## src/rtl/mem_test_pkg.sv

```systemverilog
// Shared types and helpers for the SDRAM test engine.
// Latency: none (types, constants and a constant function only).
// Backpressure: not applicable.
//
// Contents: FSM state enum, pattern mode encodings, and the checkerboard
// word generator used to build the alternating-bit constants.
package mem_test_pkg;

  typedef enum logic [2:0] {
    ST_IDLE  = 3'd0,
    ST_WRITE = 3'd1,
    ST_READ  = 3'd2,
    ST_DRAIN = 3'd3,
    ST_DONE  = 3'd4
  } state_t;

  typedef enum logic [1:0] {
    MODE_ADDR = 2'd0,
    MODE_INV  = 2'd1,
    MODE_WALK = 2'd2,
    MODE_CHK  = 2'd3
  } mode_t;

  // Widest data bus the checkerboard generator supports.
  localparam int MAX_DATA_W = 256;

  // Alternating-bit word. For odd=0 the odd bit positions are set
  // (...1010, MSB set for even widths); for odd=1 the even positions are set.
  function automatic logic [MAX_DATA_W-1:0] chk_word(input logic odd);
    logic [MAX_DATA_W-1:0] w;
    w = '0;
    for (int i = 0; i < MAX_DATA_W; i++) begin
      w[i] = (i % 2 == 1) ^ odd;
    end
    return w;
  endfunction

endpackage

```

## src/rtl/mem_test_engine_if.sv

```systemverilog
// Avalon-like request/wait/valid bundle between the test engine and the SDRAM controller.
// Latency: wires only.
// Backpressure: mem_wait holds a presented request; mem_valid returns read data in order.
//
// master: engine side (drives request, address, write data, byte enables)
// slave : controller side (drives wait, read valid, read data)
interface mem_test_engine_if #(
  parameter int ADDR_W = 22,
  parameter int DATA_W = 16
);
  logic                  mem_req;
  logic                  mem_wr_n;
  logic [DATA_W/8-1:0]   mem_be_n;
  logic [ADDR_W-1:0]     mem_addr;
  logic [DATA_W-1:0]     mem_wdata;
  logic                  mem_wait;
  logic                  mem_valid;
  logic [DATA_W-1:0]     mem_rdata;

  modport master (
    output mem_req, mem_wr_n, mem_be_n, mem_addr, mem_wdata,
    input  mem_wait, mem_valid, mem_rdata
  );

  modport slave (
    input  mem_req, mem_wr_n, mem_be_n, mem_addr, mem_wdata,
    output mem_wait, mem_valid, mem_rdata
  );
endinterface

```

## src/rtl/mem_test_pattern.sv

```systemverilog
// Test pattern generator: maps (mode, word address) to the data word for that address.
// Latency: purely combinational.
// Backpressure: none.
//
// Ports: mode (pattern select), addr (word address), data (pattern word).
module mem_test_pattern
  import mem_test_pkg::*;
#(
  parameter int ADDR_W = 22,
  parameter int DATA_W = 16
) (
  input  mode_t             mode,
  input  logic [ADDR_W-1:0] addr,
  output logic [DATA_W-1:0] data
);

  localparam int SH_W = $clog2(DATA_W);
  localparam logic [DATA_W-1:0] CHK_EVEN = DATA_W'(chk_word(1'b0));
  localparam logic [DATA_W-1:0] CHK_ODD  = DATA_W'(chk_word(1'b1));
  localparam logic [DATA_W-1:0] ONE      = DATA_W'(1);

  logic [DATA_W-1:0] addr_ext;
  logic              unused_addr;

  // Truncates or zero-extends depending on the relative widths.
  assign addr_ext    = DATA_W'(addr);
  // Upper address bits only matter when ADDR_W <= DATA_W.
  assign unused_addr = ^addr;

  always_comb begin
    data = addr_ext;
    case (mode)
      MODE_ADDR: data = addr_ext;
      MODE_INV:  data = ~addr_ext;
      // DATA_W is a power of two, so the low bits are exactly a mod DATA_W.
      MODE_WALK: data = ONE << addr[SH_W-1:0];
      MODE_CHK:  data = addr[0] ? CHK_ODD : CHK_EVEN;
      default:   data = addr_ext;
    endcase
  end

endmodule

```

## src/rtl/mem_test_engine.sv

```systemverilog
// SDRAM test engine: writes a pattern over [addr_lo, addr_hi], reads it back pipelined, counts mismatches.
// Latency: first request on the cycle after start; done one cycle after the last read returns.
// Backpressure: mem_wait stalls the presented request; reads in flight capped at MAX_OUTST.
//
// Ports: clk, rst_n; start/mode/addr_lo/addr_hi (test setup, sampled in IDLE/DONE);
// mem (master side of the controller bus); busy/done/pass status;
// err_count (saturating), first_err_addr/first_err_data (first mismatch).
module mem_test_engine
  import mem_test_pkg::*;
#(
  parameter int ADDR_W    = 22,
  parameter int DATA_W    = 16,
  parameter int MAX_OUTST = 4,
  parameter int ERR_W     = 16
) (
  input  logic              clk,
  input  logic              rst_n,
  input  logic              start,
  input  logic [1:0]        mode,
  input  logic [ADDR_W-1:0] addr_lo,
  input  logic [ADDR_W-1:0] addr_hi,
  mem_test_engine_if.master mem,
  output logic              busy,
  output logic              done,
  output logic              pass,
  output logic [ERR_W-1:0]  err_count,
  output logic [ADDR_W-1:0] first_err_addr,
  output logic [DATA_W-1:0] first_err_data
);

  localparam int OUT_W = $clog2(MAX_OUTST + 1);
  localparam logic [OUT_W-1:0] OUT_MAX = OUT_W'(MAX_OUTST);

  state_t            state_q, state_d;
  mode_t             mode_q;
  logic [ADDR_W-1:0] lo_q, hi_q;
  logic [ADDR_W-1:0] addr_q;       // address of the presented request
  logic [ADDR_W-1:0] ret_addr_q;   // address the next read return belongs to
  logic [OUT_W-1:0]  outst_q;
  logic [ERR_W-1:0]  err_q;
  logic [ADDR_W-1:0] ferr_addr_q;
  logic [DATA_W-1:0] ferr_data_q;
  logic              done_q, pass_q;

  logic [DATA_W-1:0] wr_pat, exp_pat;
  logic              req, accept, acc_rd, at_hi, start_ok, range_bad;
  logic              rd_ret, mismatch;

  mem_test_pattern #(.ADDR_W(ADDR_W), .DATA_W(DATA_W)) u_wr_pat (
    .mode (mode_q),
    .addr (addr_q),
    .data (wr_pat)
  );

  mem_test_pattern #(.ADDR_W(ADDR_W), .DATA_W(DATA_W)) u_exp_pat (
    .mode (mode_q),
    .addr (ret_addr_q),
    .data (exp_pat)
  );

  assign start_ok  = start && (state_q == ST_IDLE || state_q == ST_DONE);
  assign range_bad = addr_hi < addr_lo;
  // Last-address test is done on the current address, so a full-range
  // window ends without ever relying on the counter wrapping.
  assign at_hi     = (addr_q == hi_q);

  // Request is a pure function of registered state: an asserted reset
  // drops it immediately.
  assign req    = (state_q == ST_WRITE) ||
                  (state_q == ST_READ && outst_q < OUT_MAX);
  assign accept = req && !mem.mem_wait;
  assign acc_rd = accept && (state_q == ST_READ);

  // Returns with nothing outstanding (e.g. stale data after a reset) are dropped.
  assign rd_ret   = mem.mem_valid && (outst_q != '0);
  assign mismatch = rd_ret && (mem.mem_rdata != exp_pat);

  // Next-state logic.
  always_comb begin
    state_d = state_q;
    case (state_q)
      ST_IDLE, ST_DONE: if (start) state_d = range_bad ? ST_DONE : ST_WRITE;
      ST_WRITE:         if (accept && at_hi) state_d = ST_READ;
      ST_READ:          if (accept && at_hi) state_d = ST_DRAIN;
      ST_DRAIN:         if (outst_q == '0) state_d = ST_DONE;
      default:          state_d = ST_IDLE;
    endcase
  end

  always_ff @(posedge clk or negedge rst_n) begin
    if (!rst_n) begin
      state_q <= ST_IDLE;
    end else begin
      state_q <= state_d;
    end
  end

  // Reads in flight; simultaneous issue and return cancel out.
  always_ff @(posedge clk or negedge rst_n) begin
    if (!rst_n) begin
      outst_q <= '0;
    end else begin
      case ({acc_rd, rd_ret})
        2'b10:   outst_q <= outst_q + 1'b1;
        2'b01:   outst_q <= outst_q - 1'b1;
        default: outst_q <= outst_q;
      endcase
    end
  end

  // Test setup, address walking, checking and result registers.
  always_ff @(posedge clk or negedge rst_n) begin
    if (!rst_n) begin
      mode_q      <= MODE_ADDR;
      lo_q        <= '0;
      hi_q        <= '0;
      addr_q      <= '0;
      ret_addr_q  <= '0;
      err_q       <= '0;
      ferr_addr_q <= '0;
      ferr_data_q <= '0;
      done_q      <= 1'b0;
      pass_q      <= 1'b0;
    end else if (start_ok) begin
      mode_q      <= mode_t'(mode);
      lo_q        <= addr_lo;
      hi_q        <= addr_hi;
      addr_q      <= addr_lo;
      ret_addr_q  <= addr_lo;
      err_q       <= '0;
      ferr_addr_q <= '0;
      ferr_data_q <= '0;
      pass_q      <= 1'b0;
      // An empty window finishes on the very next cycle.
      done_q      <= range_bad;
    end else begin
      // After the last write the request address rewinds for the read pass;
      // after the last read the value is irrelevant (no more requests).
      if (accept) begin
        addr_q <= at_hi ? lo_q : addr_q + 1'b1;
      end

      if (rd_ret) begin
        ret_addr_q <= ret_addr_q + 1'b1;
      end

      if (mismatch) begin
        if (err_q != '1) err_q <= err_q + 1'b1;
        // The counter saturates and never returns to zero, so zero means
        // no mismatch has been captured yet.
        if (err_q == '0) begin
          ferr_addr_q <= ret_addr_q;
          ferr_data_q <= mem.mem_rdata;
        end
      end

      if (state_q == ST_DRAIN && outst_q == '0) begin
        done_q <= 1'b1;
        pass_q <= (err_q == '0);
      end
    end
  end

  assign mem.mem_req   = req;
  assign mem.mem_wr_n  = (state_q != ST_WRITE);
  assign mem.mem_be_n  = '0;
  assign mem.mem_addr  = addr_q;
  assign mem.mem_wdata = (state_q == ST_WRITE) ? wr_pat : '0;

  assign busy           = (state_q == ST_WRITE) || (state_q == ST_READ) ||
                          (state_q == ST_DRAIN);
  assign done           = done_q;
  assign pass           = pass_q;
  assign err_count      = err_q;
  assign first_err_addr = ferr_addr_q;
  assign first_err_data = ferr_data_q;

endmodule

```

## src/flat_wrapper.sv

```systemverilog
// flat-port wrapper written by rule: the top's interface ports become plain ports
module mem_test_engine_flat import mem_test_pkg::*;
#(
  parameter int ADDR_W    = 22,
  parameter int DATA_W    = 16,
  parameter int MAX_OUTST = 4,
  parameter int ERR_W     = 16
)
  (clk, rst_n, start, mode, addr_lo, addr_hi, busy, done, pass, err_count, first_err_addr, first_err_data, mem_mem_req, mem_mem_wr_n, mem_mem_be_n, mem_mem_addr, mem_mem_wdata, mem_mem_wait, mem_mem_valid, mem_mem_rdata);
  mem_test_engine_if #(.ADDR_W(ADDR_W), .DATA_W(DATA_W)) mem_i ();
  input  logic clk;
  input  logic rst_n;
  input  logic start;
  input  logic [1:0] mode;
  input  logic [ADDR_W-1:0] addr_lo;
  input  logic [ADDR_W-1:0] addr_hi;
  output logic busy;
  output logic done;
  output logic pass;
  output logic [ERR_W-1:0] err_count;
  output logic [ADDR_W-1:0] first_err_addr;
  output logic [DATA_W-1:0] first_err_data;
  output wire logic [$bits(mem_i.mem_req)-1:0] mem_mem_req;
  output wire logic [$bits(mem_i.mem_wr_n)-1:0] mem_mem_wr_n;
  output wire logic [$bits(mem_i.mem_be_n)-1:0] mem_mem_be_n;
  output wire logic [$bits(mem_i.mem_addr)-1:0] mem_mem_addr;
  output wire logic [$bits(mem_i.mem_wdata)-1:0] mem_mem_wdata;
  input wire logic [$bits(mem_i.mem_wait)-1:0] mem_mem_wait;
  input wire logic [$bits(mem_i.mem_valid)-1:0] mem_mem_valid;
  input wire logic [$bits(mem_i.mem_rdata)-1:0] mem_mem_rdata;
  assign mem_mem_req = mem_i.mem_req;
  assign mem_mem_wr_n = mem_i.mem_wr_n;
  assign mem_mem_be_n = mem_i.mem_be_n;
  assign mem_mem_addr = mem_i.mem_addr;
  assign mem_mem_wdata = mem_i.mem_wdata;
  assign mem_i.mem_wait = mem_mem_wait;
  assign mem_i.mem_valid = mem_mem_valid;
  assign mem_i.mem_rdata = mem_mem_rdata;
  mem_test_engine #(.ADDR_W(ADDR_W), .DATA_W(DATA_W), .MAX_OUTST(MAX_OUTST), .ERR_W(ERR_W)) u_core (.clk(clk), .rst_n(rst_n), .start(start), .mode(mode), .addr_lo(addr_lo), .addr_hi(addr_hi), .mem(mem_i), .busy(busy), .done(done), .pass(pass), .err_count(err_count), .first_err_addr(first_err_addr), .first_err_data(first_err_data));
endmodule
```

## config.mk

```make
export PLATFORM = sky130hd
export DESIGN_NAME = mem_test_engine_flat
export DESIGN_NICKNAME = d
export VERILOG_FILES = /design/src/rtl/mem_test_pkg.sv /design/src/rtl/mem_test_engine_if.sv /design/src/rtl/mem_test_pattern.sv /design/src/rtl/mem_test_engine.sv /design/src/flat_wrapper.sv
export SDC_FILE = /design/constraint.sdc
export NUM_CORES = 1
export LEC_CHECK = 0
export ABC_AREA = 0
export ABC_CLOCK_PERIOD_IN_PS = 3300
export BUFFER_PORTS_ARGS = -buffer_cell sky130_fd_sc_hd__buf_4
export CORE_ASPECT_RATIO = 0.75
export CORE_MARGIN = 2
export CORE_UTILIZATION = 50
export DETAILED_ROUTE_END_ITERATION = 8
export PLACE_DENSITY = 0.73
export SYNTH_ARGS = -nofsm -noshare
export SYNTH_HDL_FRONTEND = slang
export SYNTH_HIERARCHICAL = 1
export SYNTH_SLANG_ARGS = --single-unit
```

## constraint.sdc

```tcl
create_clock -name clk -period 3.3 [get_ports clk]
set_input_delay 0.165 -clock clk [delete_from_list [all_inputs] [get_ports clk]]
set_output_delay 0.165 -clock clk [all_outputs]
set_load 0.05 [all_outputs]
```

# Yosys cells after proc, flatten, opt, wreduce, memory -nomap -nowiden
# Index checks and enable logic that the tools add are counted.
word_totals:
  register_bits: 152
  latch_bits: 0
  ramBits: 0
  mem_bits_ro: 0
  in_bits: 67
  output_inout_bits: 99
  elab_cells: 99
  n_memories: 0
op_classes:
  n_addsub: 5
  multipliers: 0
  n_div: 0
  magnitude_cmp: 2
  eq_ne: 17
  n_shift: 2
  muxes: 30
  n_bitwise: 2
  reduce_logical: 29
op_table:
  columns: ["operator", "count"]
  rows:
  - ["22-bit 2-to-1 mux", 8]
  - ["16-bit 2-to-1 mux", 9]
  - ["16-bit one-hot mux with 4 select lines", 2]
  - ["22-bit by 1-bit adder with 22-bit output, second input constant", 2]
  - ["16-bit inverter", 2]
  - ["1-bit by 4-bit << shifter with 16-bit output, first input constant", 2]
  - ["22-bit equality test", 1]
  - ["22-bit less-than comparator", 1]
  - ["16-bit by 1-bit adder with 16-bit output, second input constant", 1]
  - ["16-bit zero test", 1]
  - ["16-bit inequality test", 1]
  - ["16-bit inequality test, second input constant", 1]
  - ["3-bit 2-to-1 mux", 5]
  - ["2-bit nonzero test", 7]
  - ["3-bit one-hot mux with 4 select lines", 1]
  - ["1-bit logical AND", 8]
  - ["2-bit equality test, second input constant", 3]
  - ["3-bit by 2-bit equality test with 1-bit output, second input constant", 2]
  - ["3-bit zero test", 2]
  - ["2-bit inequality test, second input constant", 3]
  - ["3-bit one-hot mux with 2 select lines", 1]
  - ["2-bit by 1-bit equality test with 1-bit output, second input constant", 2]
  - ["1-bit logical OR", 4]
  - ["1-bit 2-to-1 mux", 4]
  - ["13 further kinds", 14]

# Longest topological paths before layout
logic_depth:
  word_depth: 7
  mapped_depth: 13
  ltp_nobuf: 9

# Cells and area by module
# The synthesis kept the hierarchy.
by_module_without_submodules:
  columns: ["module", "n_inst", "cells_per_inst", "area_each_um2", "seq_area_each_um2"]
  rows:
  - ["mem_test_engine", 1, 891, 8264.2, 3803.6]
  - ["mem_test_pattern", 2, 84, 541.8, 0.0]

# Worst setup path after synthesis
# No wires, ideal clock.
synth_timing:
  path_type: "register -> register"
  startpoint: "register u_core.ret_addr_q[0]"
  endpoint: "register u_core.ferr_addr_q[9], in the netlist u_core/first_err_addr[9]"
  setup_ps: 121
  arrival_ps: 2606
  required_time_ps: 3179
  path_slack_ps: 573
  path_stages_with_launch: 14
  n_path_buf: 4
  period_less_slack_ps: 2727
  path_cell_list: "dfrtp_1 -> buf_2 -> nand2b_1 -> buf_2 -> o2bb2ai_1 -> o21a_1 -> xor2_1 -> nor4_1 -> nand4_1 -> or2_1 -> and3_1 -> buf_2 -> buf_2 -> a22o_1"
synth_between:
  elab_chain_cells: 6
  word_cells_on_any_way: 8
  classes_between: "1 x eq/ne; 1 x shift; 2 x mux; 1 x bitwise; 3 x reduce/logical"
synth_rtl:
  columns: ["item", "line_no", "source"]
  rows:
  - ["start: declaration", "mem_test_engine.sv:38", "logic [ADDR_W-1:0] ret_addr_q;"]
  - ["start signal: assignment", "mem_test_engine.sv:129", "ret_addr_q <= addr_lo;"]
  - ["start signal: assignment", "mem_test_engine.sv:144", "ret_addr_q <= ret_addr_q + 1'b1;"]
  - ["16-bit 2-to-1 mux or 1-bit by 4-bit << shifter with 16-bit output (tied branches)", "mem_test_pattern.sv:37, mem_test_pattern.sv:36", null]
  - ["16-bit one-hot mux with 4 select lines *", "mem_test_pattern.sv:32", "case (mode)"]
  - ["via u_core.exp_pat[12]", "mem_test_engine.sv:45", "logic [DATA_W-1:0] wr_pat, exp_pat;"]
  - ["16-bit inequality test *", "mem_test_engine.sv:76", "assign mismatch = rd_ret && (mem.mem_rdata != exp_pat);"]
  - ["1-bit logical AND *", "mem_test_engine.sv:76", null]
  - ["2-bit nonzero test (no source line) *", null, null]
  - ["2-bit AND reduction (no source line) *", null, null]
  - ["end signal: assignment", "mem_test_engine.sv:152", "ferr_addr_q <= ret_addr_q;"]
  - ["end: declaration", "mem_test_engine.sv:41", "logic [ADDR_W-1:0] ferr_addr_q;"]
# Mark *: on every way through the listed nets, which the timed path passes. The rest lies on a longest branch.
# A chain may end at the register's enable or synchronous reset.

# Final worst setup path
layout_timing:
  startpoint: "register u_core.mode_q[1]"
  endpoint: "register u_core.ferr_addr_q[11], in the netlist u_core/first_err_addr[11]"
layout_between:
  elab_chain_cells: 6
  word_cells_on_any_way: 9
  classes_between: "4 x eq/ne; 1 x mux; 4 x reduce/logical"
layout_rtl:
  columns: ["item", "line_no", "source"]
  rows:
  - ["start: declaration", "mem_test_engine.sv:35", "mode_t mode_q;"]
  - ["start signal: assignment", "mem_test_engine.sv:125", "mode_q <= mode_t'(mode);"]
  - ["2-bit equality test (tied with other cells)", "mem_test_pattern.sv:32", null]
  - ["16-bit one-hot mux with 4 select lines *", "mem_test_pattern.sv:32", null]
  - ["via u_core.exp_pat[2]", "mem_test_engine.sv:45", null]
  - ["16-bit inequality test *", "mem_test_engine.sv:76", null]
  - ["1-bit logical AND *", "mem_test_engine.sv:76", null]
  - ["2-bit nonzero test (no source line) *", null, null]
  - ["2-bit AND reduction (no source line) *", null, null]
# Marked as above.

==> metrics.cfg <==
[sta]
fin_setup_tns_ps=0
setup_viol=0
slew_headroom=0.487
period_utilization_post_route=0.913
hold_violations=0
worst_clock_skew_ps=8.74
period_minus_ws_final_ps=3010
slew_violations=0
max_slew.worst_pin.slew_ps=770
setup_ws_ps=286
achievable_frequency_ghz=0.332
unrepaired_setup_endpoints_after_global_routing=false

[placed_design]
place.detailed.instances=1422
io_buffer_count=163
dp_hpwl_microns=19800
worst_setup_timing_slack_at_the_placement_stage_ps=208
place.gp.congestion=0.889

[grt]
antenna_found_initial=0
grt_start_max_net_pins=89
via_count_of_the_first_global_routing_pass=7933
grt.overflow.total=0
grt_pass1_wl_microns=43800
gr-usage-all-layers=0.285

[cts]
max-clock-path-buffers=2
clock_tree.htree_level_count=4
clkSlewWorstSetupHoldPaths_ps=60
tritoncts=built
cts_root_buffer=clkbuf_16
numCtsBuffers=17
clock_latency_ps=430
numClockSinks=152

[pwr]
power.sequential.fraction=0.312
vdd.ir_drop.worst_mv=0.523
power.density_nw_per_um2=981
switchingPower_mw=5.62
switching_share=0.485
totalPowerFinal_mw=11.6
clock_power_share=0.172
power_leakage_nw=5.64
share_comb_of_total_power=0.517
internal_power_mw=5.95

[worst_setup_path]
timing_worst_setup_path_type=reg2reg
endpoint_kind=register
critical_path.most_common_cell=buf_4
cp_slowest_cell=dfrtp_2
cp_max_fo=38
timing.critical_path.arrival_ps=3330
r2r_end=u_core/first_err_addr[11]
path_cells=buf_4 > nand2_2 > o211a_1 > a21oi_1 > xor2_1 > nor4_1 > nand4_1 > or2_1 > and3_1 > buf_4 > a22o_1
startpoint_type=register
r2r-start=u_core/mode_q[1]
cpPeakStageDelay_ps=400
worstRegToRegCells=11
cp_data_required_time_ps=3610
r2r_slack_ps=290

[drt]
drt_first_iter_violations=937
vias=8810
route.final.wire_length_microns=27900
vias_per_cell=5.89
ant_nets=0
drc=0
detailedRoute.firstPassIterationCount=5
wl_per_cell_microns=18.6

[yosys]
synth_enable_flop_cells=0
synth.ff_latch_count=152
yosysWarningCount=6
synth_async_sr_flop_share=1.00
synth.distinct_cells=80
synth_top_area_share=0.407
ys_top_cells_by_area=dfrtp_1 41%, nand2_1 7.3%, a21oi_1 4.3%
sequential_area_share_after_synthesis=0.407
netlist.top_cell.by_area=dfrtp_1
average_cell_area_after_synthesis_sq_um=8.83
postSynth.topFlopCell=dfrtp_1
post_synth_inst_count=1059
cell_area_after_synthesis_sq_um=9350

[cells_and_area]
fillCellCount=1570
antenna_fix_cells=0
layout_commonest_cell=buf_4
drive_above_1_share=0.203
area_growth_syn_to_layout_pct=26.1
design.final.nets=1331
layout_common_cells=187 x buf_4, 182 x nand2_1, 150 x dfrtp_1
instances_no_fill=1496

[die]
core_area_sq_um=18400
floorplan.initialDensity=0.508
io_pins=166
total_die_area_sq_um=19800
fp.dieH_microns=122
core.rowCount=43
dieWidth_microns=162

[hold_path]
min_delay_worst_endpoint=u_core/state_q[1]
timing.hold.worst.class=in2reg
hold_depth=3
hold_path.startpoint=mem_mem_wait

[status]
run_status=complete, no violations

[run]
number_of_violations_of_the_max_capacitance_limit=0

## cell type report
type	instances	area (sq um)	share of cell area
Clock inverter	14	171	0.0145
Sequential cell	152	3810	0.323
Clock buffer	17	425	0.0361
Timing Repair Buffer	233	1900	0.161
Multi-Input combinational cell	792	5030	0.426
Tap cell	247	309	0.0262
Inverter	41	154	0.0131
## logic make-up after synthesis
kind of cell               share of synthesized area
muxes                                         0.0155
xor gates and xnor gates                      0.0692
DFF                                            0.407
and+or+nand+nor                                0.218
adders and majority gates                     0.0369
other                                       0.000401
buffers and inverters                         0.0573
AOI/OAI and AO/OA                              0.196
## power by group through the flow
stage	logic [mW]	clock network, mW	registers (mW)
3_5_place_dp	5.87	0	3.60
3_3_place_gp	5.80	0	3.59
4_1_cts	5.94	2.02	3.58
5_1_grt	6.42	2.10	3.71
2_1_floorplan	3.31	0	4.39
6_report	5.98	1.99	3.60
## metrics by stage
stage / instance area [sq um] / hold WS [ps] / util
2_1_floorplan: 9350 / -131 / -
3_3_place_gp: 10800 / 254 / 0.585
3_5_place_dp: 10800 / 254 / 0.585
4_1_cts: 11800 / 23.2 / 0.640
5_1_grt: 11800 / 30.8 / 0.641
6_report: 11800 / 39.8 / 0.641
## registers in the layout, summed over array words and instances, names as in the netlist
| name | cells |
|---|---|
| u_core/done | 1 |
| u_core/outst_q | 3 |
| u_core/first_err_addr | 22 |
| u_core/state_q | 3 |
| u_core/first_err_data | 16 |
| u_core/ret_addr_q | 22 |
| u_core/hi_q | 22 |
| u_core/lo_q | 22 |
| u_core/mode_q | 2 |
| u_core/err_count | 16 |
| u_core/mem.mem_addr | 22 |
| u_core/pass | 1 |
## synth_stat cells, types with 9 or more instances
| library cell | n |
|---|---|
| nand2_1 | 183 |
| dfrtp_1 | 152 |
| a21oi_1 | 81 |
| nor2_1 | 42 |
| nand3_1 | 41 |
| a22o_1 | 39 |
| inv_1 | 39 |
| xnor2_1 | 37 |
| xor2_1 | 35 |
| clkbuf_1 | 34 |
| nand4_1 | 34 |
| o21ai_0 | 30 |
| ha_1 | 26 |
| buf_2 | 23 |
| o211a_1 | 23 |
| o211ai_1 | 22 |
| and2_1 | 19 |
| nor3_1 | 16 |
| and3_1 | 11 |
| mux2i_1 | 10 |
| o21a_1 | 10 |
| a31oi_1 | 9 |
## how the worst max path moves through the flow
stage | startpoint | slack [ps] | end
after floorplan | u_core/ret_addr_q[0] | 570 | u_core/first_err_addr[9]
after CTS | u_core/ret_addr_q[0] | 170 | u_core/first_err_addr[4]
after global routing | u_core/mode_q[1] | 40 | u_core/first_err_addr[13]
after detailed placement | u_core/ret_addr_q[0] | 210 | u_core/first_err_data[14]
final | u_core/mode_q[1] | 290 | u_core/first_err_addr[11]
after global placement | u_core/ret_addr_q[0] | 270 | u_core/first_err_addr[16]
## per-layer routing
metal  track usage  vias to the layer above  routed length, microns
li1              -                     4125                       -
met1         0.430                     4206                   12900
met2         0.400                      443                   11600
met3        0.0716                       34                    2940
met4        0.0830                        2                     384
met5        0.0328                        -                      82
## critical path: cells and delay by family (launching register included)
family	cells	cell delay [ps]
AO/OA/AOI/OAI	3	560
flip-flops	1	400
buffers and inverters	2	560
AND/OR/NAND/NOR	5	1280
XOR/XNOR	1	90
## what timing repair did
item | CTS | global route
setup buffers | 0 | 1
endpoints found under the hold margin | 121 | 0
hold buffers | 42 | 0
endpoints found under the setup margin | 0 | 38
gates resized for setup | 0 | 1
No activity file was read; power rests on OpenSTA's default activity.
